### config.mk
export PLATFORM = sky130hd
export DESIGN_NAME = pcfx_yuv2rgb
export DESIGN_NICKNAME = d
export VERILOG_FILES = /design/src/rtl/pcfx_yuv2rgb.sv
export SDC_FILE = /design/constraint.sdc
export NUM_CORES = 1
export LEC_CHECK = 0
export ABC_AREA = 1
export BUFFER_PORTS_ARGS = -buffer_cell sky130_fd_sc_hd__buf_2
export CORE_MARGIN = 1.5
export CORE_UTILIZATION = 65
export CTS_CLUSTER_SIZE = 14
export DETAILED_ROUTE_END_ITERATION = 16
export HOLD_SLACK_MARGIN = 0.05
export PLACE_DENSITY = 0.84
export SYNTH_ARGS = -nofsm -noshare
export SYNTH_HDL_FRONTEND = slang
export SYNTH_SLANG_ARGS = --single-unit
### constraint.sdc
create_clock -name CLK -period 8.19 [get_ports CLK]
set_input_delay 1.638 -clock CLK [delete_from_list [all_inputs] [get_ports CLK]]
set_output_delay 1.638 -clock CLK [all_outputs]
set_load 0.01 [all_outputs]
### src/rtl/pcfx_yuv2rgb.sv
// PC-FX YUV to RGB video output stage: 3-stage BT.601 fixed-point pipeline with raw bypass.
// Optional macro PCFX_RGB_BLANK_EN forces RGB to black while the delayed blanks are active.
module pcfx_yuv2rgb #(
  parameter int KRV = 359,
  parameter int KGU = 88,
  parameter int KGV = 183,
  parameter int KBU = 454
) (
  input  logic       CLK,
  input  logic       RESn,
  input  logic       BYPASS,
  input  logic       VID_PCE,
  input  logic [7:0] VID_Y,
  input  logic [7:0] VID_U,
  input  logic [7:0] VID_V,
  input  logic       VID_HSn,
  input  logic       VID_VSn,
  input  logic       VID_HBL,
  input  logic       VID_VBL,
  output logic       CE_PIX,
  output logic [7:0] R,
  output logic [7:0] G,
  output logic [7:0] B,
  output logic       HSYNC,
  output logic       VSYNC,
  output logic       HBLANK,
  output logic       VBLANK
);

  localparam int unsigned CW    = 6;
  localparam int unsigned C_BYP = 5;
  localparam int unsigned C_PCE = 4;
  localparam int unsigned C_HS  = 3;
  localparam int unsigned C_VS  = 2;
  localparam int unsigned C_HBL = 1;
  localparam int unsigned C_VBL = 0;
  // Idle control word: blanks asserted, everything else low
  localparam logic [CW-1:0] CTL_IDLE = 6'b000011;

  localparam logic signed [17:0] K_RV  = signed'(18'(KRV));
  localparam logic signed [17:0] K_GU  = signed'(18'(KGU));
  localparam logic signed [17:0] K_GV  = signed'(18'(KGV));
  localparam logic signed [17:0] K_BU  = signed'(18'(KBU));
  localparam logic signed [17:0] RND   = 18'sd128;
  localparam logic signed [10:0] MAX8  = 11'sd255;

  // Stage 1: centre chroma, invert syncs, keep raw chroma for bypass
  logic [7:0]        y_s1, ur_s1, vr_s1;
  logic signed [8:0] u_s1, v_s1;
  logic [CW-1:0]     ctl_s1;

  always_ff @(posedge CLK or negedge RESn) begin
    if (!RESn) begin
      y_s1   <= '0;
      ur_s1  <= '0;
      vr_s1  <= '0;
      u_s1   <= '0;
      v_s1   <= '0;
      ctl_s1 <= CTL_IDLE;
    end else begin
      y_s1   <= VID_Y;
      ur_s1  <= VID_U;
      vr_s1  <= VID_V;
      u_s1   <= signed'({1'b0, VID_U}) - 9'sd128;
      v_s1   <= signed'({1'b0, VID_V}) - 9'sd128;
      ctl_s1 <= {BYPASS, VID_PCE, ~VID_HSn, ~VID_VSn, VID_HBL, VID_VBL};
    end
  end

  // Stage 2: chroma products, rounded and floor-shifted
  logic signed [17:0] u_x, v_x;
  logic signed [17:0] t_r_c, t_g_c, t_b_c;

  always_comb begin
    u_x   = 18'(u_s1);
    v_x   = 18'(v_s1);
    t_r_c = (K_RV * v_x + RND) >>> 8;
    t_g_c = (K_GU * u_x + K_GV * v_x + RND) >>> 8;
    t_b_c = (K_BU * u_x + RND) >>> 8;
  end

  logic [7:0]         y_s2, ur_s2, vr_s2;
  logic signed [17:0] t_r_s2, t_g_s2, t_b_s2;
  logic [CW-1:0]      ctl_s2;

  always_ff @(posedge CLK or negedge RESn) begin
    if (!RESn) begin
      y_s2   <= '0;
      ur_s2  <= '0;
      vr_s2  <= '0;
      t_r_s2 <= '0;
      t_g_s2 <= '0;
      t_b_s2 <= '0;
      ctl_s2 <= CTL_IDLE;
    end else begin
      y_s2   <= y_s1;
      ur_s2  <= ur_s1;
      vr_s2  <= vr_s1;
      t_r_s2 <= t_r_c;
      t_g_s2 <= t_g_c;
      t_b_s2 <= t_b_c;
      ctl_s2 <= ctl_s1;
    end
  end

  // Stage 3: luma sums in 11-bit signed, clamp, bypass / blank select
  function automatic logic [7:0] clamp8(input logic signed [10:0] s);
    if (s[10])
      return 8'h00;
    else if (s > MAX8)
      return 8'hFF;
    else
      return s[7:0];
  endfunction

  logic signed [10:0] y_x, sum_r, sum_g, sum_b;
  logic [7:0]         r_c, g_c, b_c;

  always_comb begin
    y_x   = signed'({3'b000, y_s2});
    sum_r = y_x + 11'(t_r_s2);
    sum_g = y_x - 11'(t_g_s2);
    sum_b = y_x + 11'(t_b_s2);
    r_c   = clamp8(sum_r);
    g_c   = clamp8(sum_g);
    b_c   = clamp8(sum_b);
    if (ctl_s2[C_BYP]) begin
      r_c = ur_s2;
      g_c = y_s2;
      b_c = vr_s2;
    end
`ifdef PCFX_RGB_BLANK_EN
    if (ctl_s2[C_HBL] || ctl_s2[C_VBL]) begin
      r_c = 8'h00;
      g_c = 8'h00;
      b_c = 8'h00;
    end
`endif
  end

  always_ff @(posedge CLK or negedge RESn) begin
    if (!RESn) begin
      R      <= '0;
      G      <= '0;
      B      <= '0;
      CE_PIX <= 1'b0;
      HSYNC  <= 1'b0;
      VSYNC  <= 1'b0;
      HBLANK <= 1'b1;
      VBLANK <= 1'b1;
    end else begin
      R      <= r_c;
      G      <= g_c;
      B      <= b_c;
      CE_PIX <= ctl_s2[C_PCE];
      HSYNC  <= ctl_s2[C_HS];
      VSYNC  <= ctl_s2[C_VS];
      HBLANK <= ctl_s2[C_HBL];
      VBLANK <= ctl_s2[C_VBL];
    end
  end

endmodule
==> impl_metrics.csv <==
group,metric,value,unit
clock_network,cts_setup_buffers,0,
synth,synth_async_sr_flop_share,100,%
placement,hpwl,18200,µm
route,met1_length,9570,µm
timing,clock.fmax,193,MHz
timing,relSlewSlack,37.1,%
outcome,status,"completed",
clock_network,clk_latency,0.43,ns
placement,routabilityCongestion,0.949,
route,vias,7888,
pwr,p_leak,6.52,nW
critical_path,worstPathRequired,8.55,ns
die,rows,46,
clock_network,cts_buffers,17,
timing,finalCriticalPeriod,5.17,ns
synth,synth.avg_cell_area,8.81,µm²
global_route,grt_pass1_vias,8346,
timing,worstMarginPinSlew,0.943,ns
clock_network,cts-root-buf,"clkbuf_16",
clock_network,htreeDepth,4,
route,wire_per_inst,15.7,µm
critical_path,slowest_stage,"fa_1",
synth,synth_cell_type_count,38,
critical_path,critPathMaxStageDelay,0.56,ns
global_route,grt_pass1_wl,39000,µm
synth,syn-num-nets,1462,
route,vias_per_cell,5.30,
route,dr_wl_met3,1270,µm
synth,synth.most_common_cell,"nand2_1",
min_path,hold_class,"reg -> reg",
synth,synth_area_leader_cell,"dfrtp_1",
critical_path,worstSetupStartpointType,"register",
layout,area_delta_synth_final,11.1,%
critical_path,path_max_fanout,8,
clock_network,cts_sinks,121,
layout,final_util,73.5,%
route,dr.pass1.iters,7,
global_route,grt_max_degree,79,
placement,portBuffers,60,
layout,seq_area,3040,µm²
synth,synth_top_area_share,27.6,%
clock_network,cts_hold_buf,0,
layout,diodes,0,
layout,multi_input_area,6440,µm²
clock_network,cts.clk_slew.worst_paths,0.06,ns
global_route,grt_antenna_before_repair,0,
critical_path,cpMostUsedCell,"nand2_1",
route,ant_nets,0,
timing,finalCritPeriodShare,63.2,%
clock_network,cts_buffer_depth,2,
die,die_height,130,µm
job,cap_violations,0,
timing,maxSlewViolCount,0,
die,die_w,130,µm
timing,fin_setup_tns,0,ns
route,dr_wl_met2,11200,µm
layout,fillers,1190,
critical_path,cp-end-kind,"register",
synth,synth_edf_count,0,
timing,finalSetupViolCount,0,
synth,yosys_warnings,0,
synth,synthCells,1184,
timing,hold_viol,0,
route,wl,23300,µm
global_route,grt.total_usage,30.5,%
timing,fin_skew,0.0126,ns
die,dieArea,16800,µm²
critical_path,arrival,5.53,ns
synth,synthTopCellsByCount,"nand2_1, inv_1, ha_1, dfrtp_1, fa_1",
synth,synth_area_leaders,"dfrtp_1, ha_1, fa_1, nand2_1, inv_1",
layout,final_nets,1538,
clock_network,cts_resized,0,
layout,drive_gt1_share,9.11,%
critical_path,crit_buf_inv,3,
synth,ys_ff_latch,121,
die,start_util,66.1,%
route,drc,0,
timing,grt_setup_unrepaired,"false",
synth,synth-seq-area-share,29.1,%
critical_path,crit_type,"reg -> reg",
synth,syn-cell-area,10400,µm²
clock_network,cts_tree,"built",
route,drt-initial-drc-count,420,
pwr,power_density,361,nW/µm²
die,core,15800,µm²
route,routed.top_layer,"met4",
global_route,overflow,0,
critical_path,cp_cell_sequence,"ha_1 -> inv_1 -> fa_1 -> inv_1 -> ha_1 -> nand2_1 -> o21ai_0 -> a21oi_1 -> o21ai_0 -> xnor2_1 -> fa_1 -> fa_1 -> inv_1 -> ha_1 -> nand2_1 -> o21ai_0 -> nand2_1 -> nand3_1 -> nand2_1 -> nand2_1",
synth,synth_ff_type,"dfrtp_1",
pwr,peakVddDrop,248,µV
critical_path,cp_top_family,"adder cells",
die,pin_count,61,
## per-layer routing
layer / global-route usage, % / vias up
li1: - / 3847
met4: 17.2 / 0
met1: 35.4 / 3718
met5: 0 / -
met3: 5.82 / 80
met2: 53.2 / 243
## power breakdown
group	switching, mW	total, mW	internal [mW]
clock	0.298	0.754	0.456
sequential	0.0742	0.831	0.756
combinational	1.60	2.60	0.995
total	1.97	4.18	2.21
## final timing paths
| kind | start | to | slack, ns | cells after the start |
|---|---|---|---|---|
| max | u_s1[2]$_DFF_PN0_ | t_g_s2[9]$_DFF_PN0_ | 3.02 | 20 |
| min reg2reg | y_s1[5]$_DFF_PN0_ | y_s2[5]$_DFF_PN0_ | 0.34 | 0 |
| max reg2reg | u_s1[2]$_DFF_PN0_ | t_g_s2[9]$_DFF_PN0_ | 3.02 | 20 |
| min | y_s1[5]$_DFF_PN0_ | y_s2[5]$_DFF_PN0_ | 0.34 | 0 |
| min in group asynchronous | RESn | t_r_s2[8]$_DFF_PN0_ | 1.22 | 1 |
| max in group asynchronous | RESn | ur_s2[7]$_DFF_PN0_ | 5.61 | 2 |
## cells by family (layout without fill, tap and decap cells)
kind of cell	after synthesis	after routing	share of synthesized area, %
AND/OR/NAND/NOR	398	398	15.7
buffers and inverters	253	342	9.14
adder cells (fa/ha/maj)	246	246	34.7
flip-flops	121	121	29.1
AO/OA/AOI/OAI	100	100	5.73
XOR/XNOR	66	66	5.69
## through the flow
stage | instances | hold WS, ns | setup slack, ns | instance area (µm²) | power (mW)
detailed placement | 1457 | 0.336 | 3.23 | 11000 | 3.35
CTS | 1489 | 0.344 | 3.08 | 11600 | 4.15
finish | 1489 | 0.344 | 3.02 | 11600 | 4.18
global route | 1489 | 0.347 | 2.69 | 11600 | 4.57
floorplan | 1184 | 0.331 | 3.61 | 10400 | 2.78
global placement | 1457 | 0.332 | 3.38 | 11000 | 3.27
## layout make-up
cell class	instances	area share, %
sequential	121	26.2
clock inverter	14	1.41
inverter	249	8.07
clock buffer	18	3.70
multi-input combinational	810	55.6
timing repair buffer	61	2.68
tap	216	2.33
## registers in the layout (all words and copies together) (netlist names)
register	flops
u_s1	8
ur_s1	1
y_s1	8
y_s2	8
VBLANK	1
t_g_s2	10
vr_s1	1
ctl_s1	6
HBLANK	1
G	8
ur_s2	8
HSYNC	1
t_r_s2	10
ctl_s2	6
VSYNC	1
B	8
t_b_s2	10
v_s1	8
CE_PIX	1
vr_s2	8
R	8
## cell usage in the layout (no fill, tap or decap), types with 3 or more instances in the layout
master	n
o21ai_1	3
a21o_1	5
clkbuf_16	17
nand4_1	11
or2_2	5
xnor2_1	25
a21oi_2	3
dfstp_2	6
o21a_1	3
a21oi_1	50
clkinv_4	3
dfrtp_1	115
buf_2	59
ha_1	174
fa_1	72
inv_6	4
inv_1	249
o21ai_0	18
nor3_1	6
nand2_1	257
a211oi_1	3
nand3_1	57
nor2_1	55
xor2_1	39
(Power assumes the default switching activity.)
